**src/rtl/serial_add_pkg.sv**
```systemverilog
// rtl/serial_add_pkg.sv - shared state encoding and defaults for the bit-serial adder
package serial_add_pkg;

  localparam int DEFAULT_WIDTH = 4;

  typedef enum logic [1:0] {
    IDLE = 2'd0,
    RUN  = 2'd1,
    DONE = 2'd2
  } state_t;

endpackage

```
**src/rtl/fa_bit.sv**
```systemverilog
// rtl/fa_bit.sv - combinational 1-bit full adder cell shared across all bit positions
module fa_bit (
  input  logic a,
  input  logic b,
  input  logic cin,
  output logic sum,
  output logic cout
);

  assign sum  = a ^ b ^ cin;
  assign cout = (a & b) | (cin & (a ^ b));

endmodule

```
**src/rtl/serial_add_ctrl.sv**
```systemverilog
// rtl/serial_add_ctrl.sv - bit-serial adder sequencer, one full-adder step per clock, LSB first
// Optional signed-overflow output enabled by defining SERIAL_ADD_OVF_EN.
module serial_add_ctrl
  import serial_add_pkg::*;
#(
  parameter int WIDTH = DEFAULT_WIDTH
) (
  input  logic             clk,
  input  logic             reset,
  input  logic             start,
  input  logic [WIDTH-1:0] a,
  input  logic [WIDTH-1:0] b,
  input  logic             cin,
  output logic             busy,
  output logic             done,
  output logic [WIDTH-1:0] sum,
  output logic             cout
`ifdef SERIAL_ADD_OVF_EN
  ,
  output logic             ovf
`endif
);

  localparam int CW = $clog2(WIDTH);

  state_t           state;
  state_t           state_nxt;
  logic [WIDTH-1:0] a_sh;
  logic [WIDTH-1:0] b_sh;
  logic [WIDTH-2:0] sum_sh;
  logic             carry;
  logic [CW-1:0]    cnt;
  logic             s;
  logic             co;
  logic             last;
  logic [WIDTH-1:0] sum_next;

  fa_bit u_fa (
    .a    (a_sh[0]),
    .b    (b_sh[0]),
    .cin  (carry),
    .sum  (s),
    .cout (co)
  );

  assign last     = (cnt == CW'(WIDTH - 1));
  // Partial sum with the current bit merged in; the full result on the last step.
  assign sum_next = {s, sum_sh};

  always_ff @(posedge clk or posedge reset) begin
    if (reset) state <= IDLE;
    else       state <= state_nxt;
  end

  always_comb begin
    state_nxt = state;
    busy      = 1'b0;
    done      = 1'b0;
    case (state)
      IDLE: begin
        if (start) state_nxt = RUN;
      end
      RUN: begin
        busy = 1'b1;
        if (last) state_nxt = DONE;
      end
      DONE: begin
        busy      = 1'b1;
        done      = 1'b1;
        state_nxt = IDLE;
      end
      default: state_nxt = IDLE;
    endcase
  end

  always_ff @(posedge clk or posedge reset) begin
    if (reset) begin
      a_sh   <= '0;
      b_sh   <= '0;
      sum_sh <= '0;
      carry  <= 1'b0;
      cnt    <= '0;
      sum    <= '0;
      cout   <= 1'b0;
`ifdef SERIAL_ADD_OVF_EN
      ovf    <= 1'b0;
`endif
    end else begin
      case (state)
        IDLE: begin
          if (start) begin
            a_sh  <= a;
            b_sh  <= b;
            carry <= cin;
            cnt   <= '0;
          end
        end
        RUN: begin
          a_sh   <= a_sh >> 1;
          b_sh   <= b_sh >> 1;
          sum_sh <= sum_next[WIDTH-1:1];
          carry  <= co;
          cnt    <= cnt + 1'b1;
          if (last) begin
            sum  <= sum_next;
            cout <= co;
`ifdef SERIAL_ADD_OVF_EN
            // carry still holds the carry into the MSB on this step
            ovf  <= carry ^ co;
`endif
          end
        end
        default: ;
      endcase
    end
  end

endmodule
```
**config.mk**
```make
export PLATFORM = sky130hd
export DESIGN_NAME = serial_add_ctrl
export DESIGN_NICKNAME = d
export VERILOG_FILES = /design/src/rtl/serial_add_pkg.sv /design/src/rtl/fa_bit.sv /design/src/rtl/serial_add_ctrl.sv
export SDC_FILE = /design/constraint.sdc
export NUM_CORES = 1
export LEC_CHECK = 0
export ABC_CLOCK_PERIOD_IN_PS = 1200
export CORE_ASPECT_RATIO = 1.2
export CORE_MARGIN = 1.5
export CORE_UTILIZATION = 25
export CTS_CLUSTER_DIAMETER = 60
export DETAILED_ROUTE_END_ITERATION = 16
export HOLD_SLACK_MARGIN = 0.08
export PLACE_DENSITY = 0.56
export SYNTH_ARGS = -nofsm -noshare
export SYNTH_HDL_FRONTEND = slang
export SYNTH_HIERARCHICAL = 1
export SYNTH_SLANG_ARGS = --single-unit
```
**constraint.sdc**
```tcl
create_clock -name clk -period 1.2 [get_ports clk]
set_input_delay 0.18 -clock clk [delete_from_list [all_inputs] [get_ports clk]]
set_output_delay 0.18 -clock clk [all_outputs]
set_load 0.005 [all_outputs]
```
==> impl_metrics.py, run 1 <==
metrics = {
    "power": {
        "internal_power_mw": 2.784,
        "switchingPower_mw": 1.486,
        "cellPowerDensity_nw_per_um2": 2722,
        "clkPwrFrac_pct": 10.8,
        "ir_worst_vdd_uv": 850.5,
        "p_leak_nw": 0.7238,
        "seqPwrFrac_pct": 29.4,
        "p_sw_share_pct": 34.80,
        "power_frac_comb_pct": 59.8,
        "power_mw": 4.270,
    },
    "floorplan": {
        "io-pin-count": 19,
        "initial_core_util_pct": 26.36,
        "die-area_um2": 4588,
        "core_um2": 3973,
        "fp-row-count": 25,
        "die_x_um": 62.09,
        "die_h_um": 73.90,
    },
    "flow_run": {
        "drv_cap": 0,
    },
    "outcome": {
        "violations": "negative setup slack",
        "run_status": "finished with violations",
    },
    "clocking": {
        "root_buffer": "clkbuf_8",
        "cts_tree": "built",
        "clk_pin_slew_ns": 0.08,
        "htreeDepth": 1,
        "cts_hold_buf": 0,
        "cts_sinks": 21,
        "clk_path_buf_depth": 2,
        "insertion_delay_ns": 0.26,
        "cts_made_buffers": 3,
    },
    "critical_path": {
        "cp.required_ns": 1.35,
        "critPathMaxFanout": 6,
        "cp-start-kind": "flop",
        "path_class": "reg -> reg",
        "r2r-end": "a_sh[0]$_DFFE_PP0P_",
        "cp.arrival_ns": 1.50,
        "reg2regPathDepth": 7,
        "regToRegSetupSlack_ns": -0.15,
        "r2r-start": "state[1]$_DFFE_PP0P_",
        "end_kind": "flop",
    },
    "yosys": {
        "synth_seq_area_share_pct": 50.18,
        "synth_most_common_cell": "dfrtp_1",
        "synthCells": 88,
        "yosys-top-cells-area": "dfrtp_1 50%, mux2_2 8.6%, o211a_1 5.7%",
        "synth_edf_count": 0,
        "synth.avg_cell_area_um2": 11.90,
        "yosysTopAreaCell": "dfrtp_1",
        "syn_nets": 105,
        "synth_ff_type": "dfrtp_1",
        "synth-seq-cells": 21,
        "yosysUniqueCellTypes": 23,
        "synth.top_cell.area_share_pct": 50.18,
        "yosys_warnings": 6,
        "synthArstFlopShare_pct": 100.0,
        "synth_top_cells_by_count": "21 x dfrtp_1, 8 x mux2_2",
        "synth_area_um2": 1047,
    },
    "placement": {
        "placed_area_um2": 1394,
        "place_inst": 165,
        "routabilityCongestion": 0.7398,
        "hpwl_um": 1489,
        "place_ws_ns": -0.2085,
        "port_buffers": 18,
    },
    "global_route": {
        "grt_pass1_wl_um": 3850,
        "grt-busiest-layer": "met2",
        "grt_antenna_before_repair": 0,
        "gr-total-overflow": 0,
        "grtUsageMet1_pct": 14.29,
        "first_global_vias": 860,
        "grt_use_total_pct": 11.37,
        "met2_usage_pct": 18.52,
        "grt.met3_usage_pct": 2.289,
        "grt_max_degree": 22,
    },
    "timing": {
        "finalMaxSlewViolations": 0,
        "setup_viol": 22,
        "finalCriticalPeriod_ns": 1.348,
        "rsz0062_at_grt": "true",
        "post-route-period-util_pct": 112.3,
        "tightestPinTransition_ns": 0.2701,
        "skew_ns": 0.001215,
        "slew_headroom_pct": 81.99,
        "setup_ws_ns": -0.1475,
        "hold_viol": 0,
        "fmax_ghz": 0.7421,
        "final.setup.tns_ns": -2.589,
    },
    "finish": {
        "area_growth_pct": 49.82,
        "stdcell_count": 177,
        "nets": 141,
        "num_antenna_cells": 0,
        "final_area_um2": 1569,
        "drive_above_1_share_pct": 40.65,
    },
    "detailed_routing": {
        "via_per_inst": 4.458,
        "vias": 789,
        "drt_iter0_drc": 18,
        "wl_per_cell_um": 12.97,
        "wl_um": 2296,
        "firstDrtPassIters": 4,
        "ant_nets": 0,
        "drc": 0,
    },
    "hold_path": {
        "hold_class": "in -> async",
    },
}
-- power by group through the flow --
| stage | registers, mW | clock network [mW] | logic, mW |
|---|---|---|---|
| detailed placement | 1.26 | 0 | 2.10 |
| global route | 1.31 | 0.518 | 2.82 |
| global placement | 1.24 | 0 | 2.05 |
| CTS | 1.25 | 0.482 | 2.39 |
| floorplan | 1.24 | 0 | 1.41 |
| finish | 1.26 | 0.459 | 2.55 |
-- area by class of cell --
class	instances	area, um2
Tap cell	54	67.56
Fill cell	415	2404
Clock buffer	3	41.29
Multi-Input combinational cell	59	576.8
Sequential cell	21	525.5
Timing Repair Buffer	35	332.8
Clock inverter	1	5.005
Inverter	4	20.02
-- sequential cells by signal (all words and copies together) (netlist names) --
name and cells:
sum_sh 3, cnt 2, b_sh 4, sum 4, cout 1, a_sh 4
state 2, carry 1
-- repair_timing --
item / in CTS / in global routing
setup endpoints to repair: 26 / 23
buffers inserted: 5 / 1
gates cloned: 2 / 0
pin swaps: 6 / 4
resized for setup: 29 / 11
-- stage by stage --
step	utilization, %	hold WS (ns)
2_1_floorplan	-	0.1565
3_3_place_gp	35.09	0.4710
3_5_place_dp	35.09	0.4767
4_1_cts	38.39	0.2591
5_1_grt	39.50	0.2793
6_report	39.50	0.2482
-- cell families after synthesis --
family	after synthesis	synth area share (%)
and+or+nand+nor	24	13.26
AOI/OAI and AO/OA	21	16.13
DFF	21	50.18
buffers and inverters	9	5.136
muxes	8	8.602
adders and majority gates	5	6.691
-- layout by cell type (no fill, tap or decap), types with 2 or more instances in the layout --
master           instances
nor2_1                   2
nand3_1                  6
o21bai_2                 3
o21ai_1                  4
inv_1                    2
nand2_1                  3
o21bai_4                 2
clkbuf_8                 3
nand2b_1                 2
dlygate4sd2_1            5
a21oi_1                  2
buf_6                    7
clkdlybuf4s50_1         11
o21ai_2                  2
mux2_4                   7
buf_4                   10
nand3b_1                 6
dfrtp_1                 21
ha_4                     2
o211a_1                  6
-- routing by layer --
layer | up-vias | part of all wire (%)
met5 | - | 0
met4 | 0 | 0.74
met3 | 2 | 2.9
met2 | 14 | 52
met1 | 393 | 44
li1 | 380 | -
-- how the worst max path moves through the flow --
stage / from / endpoint / depth (start not counted)
CTS: state[1]$_DFFE_PP0P_ / a_sh[0]$_DFFE_PP0P_ / 7
detailed placement: start / carry$_DFFE_PP0P_ / 4
floorplan: state[0]$_DFFE_PP0P_ / b_sh[1]$_DFFE_PP0P_ / 6
global route: state[1]$_DFFE_PP0P_ / b_sh[1]$_DFFE_PP0P_ / 7
global placement: start / carry$_DFFE_PP0P_ / 4
finish: state[1]$_DFFE_PP0P_ / a_sh[0]$_DFFE_PP0P_ / 7
-- critical path, stage by stage (launching register included) --
cell      delay [ns]
dfrtp_1         0.39
buf_6           0.13
inv_6           0.05
ha_4            0.17
nor2b_4         0.18
buf_4           0.15
nand3b_1        0.07
o211a_1         0.11
No activity file was read; power rests on OpenSTA's default activity.
==> run 2: changes to the inputs <==
CORE_MARGIN = 2   (was 1.5)
HOLD_SLACK_MARGIN = 0.1   (was 0.08)
==> run 2 against run 1 <==
- the flow still finishes with violations (negative setup slack)
- first-iteration DRC count down 72%
- setup slack worse by 0.023 ns
- combinational power up 5%
- core utilization up 1.3 points
- global-route usage down 0.67 points
- clock power up 1%
- via count down 1.0%
- critical endpoint is now a_sh[2]$_DFFE_PP0P_
- die area up 3.0%
- register-to-register slack worse by 0.02 ns
- count of clock-buffer cells in the layout up 1
==> impl_metrics.py, run 2 (synthesis results as in run 1) <==
metrics = {
    "outcome": {
        "run_status": "finished with violations",
        "violations": "negative setup slack",
    },
    "critical_path": {
        "max_stage_delay_ns": 0.39,
        "critPathBufInv": 3,
        "path_class": "reg -> reg",
        "crit_slowest_cell": "dfrtp_1",
        "critPathMaxFanout": 8,
        "cpLargestDelayFamily": "flip-flops",
        "cp-start-kind": "flop",
        "cp.required_ns": 1.35,
        "cpMostUsedCell": "buf_6",
        "end_kind": "flop",
        "cp.arrival_ns": 1.52,
        "crit_chain": "buf_6 -> inv_6 -> ha_4 -> nor2b_4 -> buf_6 -> nand3b_1 -> o211a_1",
    },
    "finish": {
        "post-route-util_pct": 40.79,
        "area_growth_pct": 54.72,
        "regArea_um2": 525.5,
        "final_cell_mix": "21 x dfrtp_1, 11 x clkdlybuf4s50_1, 11 x buf_6, 11 x buf_4",
        "drive_above_1_share_pct": 44.44,
        "nets": 144,
        "multi_input_area_um2": 601.8,
        "reg_top3": "a_sh (4), b_sh (4), sum (4)",
        "n_fill_cell": 397,
        "num_antenna_cells": 0,
        "mostFrequentLayoutCell": "dfrtp_1",
    },
    "global_route": {
        "grt_pass1_wl_um": 3884,
        "grt_antenna_before_repair": 0,
        "first_global_vias": 879,
        "grt_use_total_pct": 10.71,
        "grt_max_degree": 22,
        "gr-total-overflow": 0,
    },
    "timing": {
        "holdWs_ns": 0.2434,
        "tightestPinTransition_ns": 0.2732,
        "skew_ns": 0.001144,
        "setup_ws_ns": -0.1703,
        "slew_headroom_pct": 81.79,
        "finalMaxSlewViolations": 0,
        "finalCriticalPeriod_ns": 1.370,
        "final.setup.tns_ns": -2.850,
        "rsz0062_at_grt": "true",
        "post-route-period-util_pct": 114.2,
        "setup_viol": 23,
        "hold_viol": 0,
        "fmax_ghz": 0.7298,
    },
    "detailed_routing": {
        "drc": 0,
        "ant_nets": 0,
        "firstDrtPassIters": 4,
        "wl_um": 2337,
        "drt_iter0_drc": 5,
        "wl_per_cell_um": 12.98,
        "vias": 781,
        "via_per_inst": 4.339,
    },
    "floorplan": {
        "die_x_um": 63.09,
        "fp-row-count": 25,
        "io-pin-count": 19,
        "core_um2": 3973,
        "die-area_um2": 4725,
        "initial_core_util_pct": 26.36,
        "die_h_um": 74.90,
    },
    "placement": {
        "hpwl_um": 1592,
        "routabilityCongestion": 0.7246,
        "port_buffers": 18,
    },
    "clocking": {
        "insertion_delay_ns": 0.26,
        "cts_tree": "built",
        "clk_pin_slew_ns": 0.08,
        "cts_hold_buf": 0,
        "root_buffer": "clkbuf_8",
        "cts_made_buffers": 3,
        "htreeDepth": 1,
        "cts_sinks": 21,
        "clk_path_buf_depth": 2,
    },
    "power": {
        "cellPowerDensity_nw_per_um2": 2710,
        "p_leak_nw": 0.7385,
        "ir_worst_vdd_uv": 965.6,
    },
    "flow_run": {
        "drv_cap": 0,
    },
    "hold_path": {
        "hold_class": "in -> async",
    },
}
[run 2: changes by cell type in the layout (fill, tap and decap cells not counted), sizes merged]
cell,previous run,this run
clkbuf,3,4
buf,19,22
clkinv,1,0
[run 2: through the flow]
step	worst slack (ns)	total power [mW]	area, um2	instances
2_1_floorplan	-0.04449	2.650	1104	88
3_3_place_gp	-0.1822	3.300	1404	168
3_5_place_dp	-0.2059	3.378	1404	168
4_1_cts	-0.1772	4.208	1546	178
5_1_grt	-0.2485	4.725	1620	180
6_report	-0.1703	4.391	1620	180
[run 2: per-layer routing]
| metal | part of all wire [%] | vias to the layer above | global-route usage, % |
|---|---|---|---|
| li1 | - | 386 | - |
| met1 | 43 | 379 | 12.38 |
| met2 | 53 | 12 | 19.03 |
| met3 | 2.2 | 4 | 1.644 |
| met4 | 1.4 | 0 | 6.420 |
| met5 | 0 | - | 0 |
[run 2: worst min-delay path, stage by stage]
cell,delay [ns]
clkdlybuf4s50_1,0.39
inv_1,0.05
buf_4,0.27
[run 2: timing repair]
action | in CTS | in global routing
endpoints found under the hold margin | 0 | 0
cloned | 1 | 0
gates resized for setup | 32 | 13
pin swaps | 9 | 4
setup buffers | 5 | 3
endpoints found under the setup margin | 27 | 23
[run 2: cell type report]
type	count	area share, %
timing repair buffer	38	22.24
tap	54	4.170
multi-input combinational	59	37.14
inverter	4	1.236
sequential	21	32.43
clock buffer	4	2.780
[run 2: report_power, final]
group | total [mW] | internal (mW) | switching (mW) | leakage, nW
sequential | 1.26 | 1.06 | 0.199 | 0.251
clock | 0.465 | 0.236 | 0.229 | 0.0228
combinational | 2.67 | 1.56 | 1.11 | 0.464
[run 2: worst paths after layout]
kind | start | endpoint | slack (ns) | cells after the start
min reg2reg | cnt[1]$_DFFE_PP0P_ | cnt[1]$_DFFE_PP0P_ | 0.50 | 2
min | reset | sum[3]$_DFFE_PP0P_ | 0.24 | 3
max in group asynchronous | reset | b_sh[2]$_DFFE_PP0P_ | 0.74 | 3
min in group clk | b[3] | b_sh[3]$_DFFE_PP0P_ | 0.48 | 3
max reg2reg | state[1]$_DFFE_PP0P_ | a_sh[2]$_DFFE_PP0P_ | -0.17 | 7
max | state[1]$_DFFE_PP0P_ | a_sh[2]$_DFFE_PP0P_ | -0.17 | 7
==> run 3: changes to the inputs <==
HOLD_SLACK_MARGIN = not set   (was 0.1)
SETUP_SLACK_MARGIN = 0.4   (was not set)
SKIP_CTS_REPAIR_TIMING = 1   (was not set)
==> run 3 against run 2 <==
- the run still ends with negative setup slack left
- cell count shrank 1.7%
- first-iteration DRC count down 40%
- maximum frequency up 1.7%
- die area did not move
- clock power fell by 2%
- flip-flop and latch count unchanged
- largest power group unchanged
==> impl_metrics.py, run 3 (synthesis results as in run 1) <==
metrics = {
    "critical_path": {
        "critPathBufInv": 3,
        "critPathMaxFanout": 7,
        "cp.required_ns": 1.35,
        "cp-startpoint": "state[1]$_DFFE_PP0P_",
        "regToRegSetupSlack_ns": -0.15,
        "cp-start-kind": "flop",
        "r2r-end": "a_sh[0]$_DFFE_PP0P_",
        "reg2regPathDepth": 7,
        "cp.arrival_ns": 1.50,
        "end_kind": "flop",
        "cpMostUsedCell": "buf_6",
        "path_class": "reg -> reg",
        "max_stage_delay_ns": 0.36,
        "r2r-start": "state[1]$_DFFE_PP0P_",
        "crit_slowest_cell": "dfrtp_1",
        "cpLargestDelayFamily": "flip-flops",
        "cp.depth": 7,
        "crit_chain": "inv_2 -> buf_6 -> ha_4 -> nor2b_4 -> buf_6 -> nand3b_1 -> o211a_1",
    },
    "clocking": {
        "cts_tree": "built",
        "htreeDepth": 1,
        "cts_made_buffers": 3,
        "root_buffer": "clkbuf_8",
        "clk_path_buf_depth": 2,
        "insertion_delay_ns": 0.25,
        "cts_sinks": 21,
        "clk_pin_slew_ns": 0.07,
    },
    "floorplan": {
        "fp-row-count": 25,
        "io-pin-count": 19,
        "die_h_um": 74.90,
        "core_um2": 3973,
        "initial_core_util_pct": 26.36,
        "die_x_um": 63.09,
        "die-area_um2": 4725,
    },
    "finish": {
        "nets": 141,
        "n_fill_cell": 404,
        "area_growth_pct": 47.67,
        "post-route-util_pct": 38.93,
        "reg_top3": "a_sh (4), b_sh (4), sum (4)",
        "final_cell_mix": "21 x dfrtp_1, 11 x clkdlybuf4s50_1, 10 x buf_4",
        "num_antenna_cells": 0,
        "stdcell_count": 177,
        "drive_above_1_share_pct": 46.34,
        "mostFrequentLayoutCell": "dfrtp_1",
        "final_area_um2": 1546,
    },
    "hold_path": {
        "hold_class": "in -> async",
    },
    "timing": {
        "rsz0062_at_grt": "true",
        "post-route-period-util_pct": 112.3,
        "hold_viol": 0,
        "slew_headroom_pct": 82.01,
        "skew_ns": 0.001526,
        "finalCriticalPeriod_ns": 1.348,
        "tightestPinTransition_ns": 0.2698,
        "setup_ws_ns": -0.1478,
        "final.setup.tns_ns": -2.226,
        "finalMaxSlewViolations": 0,
        "holdWs_ns": 0.2590,
        "fmax_ghz": 0.7420,
        "setup_viol": 22,
    },
    "global_route": {
        "grt-busiest-layer": "met2",
        "grt_use_total_pct": 9.487,
        "grt_antenna_before_repair": 0,
        "first_global_vias": 758,
        "grtUsageMet1_pct": 11.86,
        "grt_pass1_wl_um": 3484,
        "met2_usage_pct": 16.08,
        "grt_max_degree": 22,
        "gr-total-overflow": 0,
        "grt.met3_usage_pct": 1.794,
    },
    "power": {
        "p_leak_nw": 0.6989,
        "cellPowerDensity_nw_per_um2": 2736,
        "ir_worst_vdd_uv": 977.9,
        "power_mw": 4.231,
    },
    "outcome": {
        "violations": "negative setup slack",
        "run_status": "finished with violations",
    },
    "flow_run": {
        "drv_cap": 0,
    },
    "placement": {
        "port_buffers": 18,
        "hpwl_um": 1467,
        "place_ws_ns": -0.2181,
        "placed_area_um2": 1431,
        "place_inst": 169,
        "routabilityCongestion": 0.7438,
    },
    "detailed_routing": {
        "drc": 0,
        "ant_nets": 0,
        "firstDrtPassIters": 4,
        "via_per_inst": 4.316,
        "wl_per_cell_um": 12.32,
        "wl_um": 2181,
        "vias": 764,
        "drt_iter0_drc": 3,
    },
}
-- run 3: cell type report --
| cell class | instances | area, um2 | share of cell area (%) |
|---|---|---|---|
| tap | 54 | 67.56 | 4.369 |
| sequential | 21 | 525.5 | 33.98 |
| clock buffer | 4 | 45.04 | 2.913 |
| timing repair buffer | 35 | 314.1 | 20.31 |
| multi-input combinational | 59 | 579.3 | 37.46 |
| inverter | 4 | 15.01 | 0.9709 |
-- run 3: worst min-delay path, stage by stage --
cell and delay (ns):
clkdlybuf4s50_1 0.40, inv_1 0.05, buf_4 0.27
-- run 3: how the worst max path moves through the flow --
stage,end
floorplan,b_sh[1]$_DFFE_PP0P_
global placement,a_sh[0]$_DFFE_PP0P_
detailed placement,carry$_DFFE_PP0P_
CTS,busy
global route,a_sh[1]$_DFFE_PP0P_
finish,a_sh[0]$_DFFE_PP0P_
-- run 3: power breakdown --
| group | total [mW] | switching, mW | internal [mW] |
|---|---|---|---|
| Combinational | 2.51 | 1.06 | 1.45 |
| Sequential | 1.26 | 0.204 | 1.06 |
| Clock | 0.454 | 0.218 | 0.236 |
-- run 3: layer usage --
metal	vias to the layer above	part of all wire, %	wire length [um]
met5	-	0	0
met4	0	1.0	22
met3	2	2.9	64
met2	14	49	1078
met1	370	47	1016
li1	378	-	-
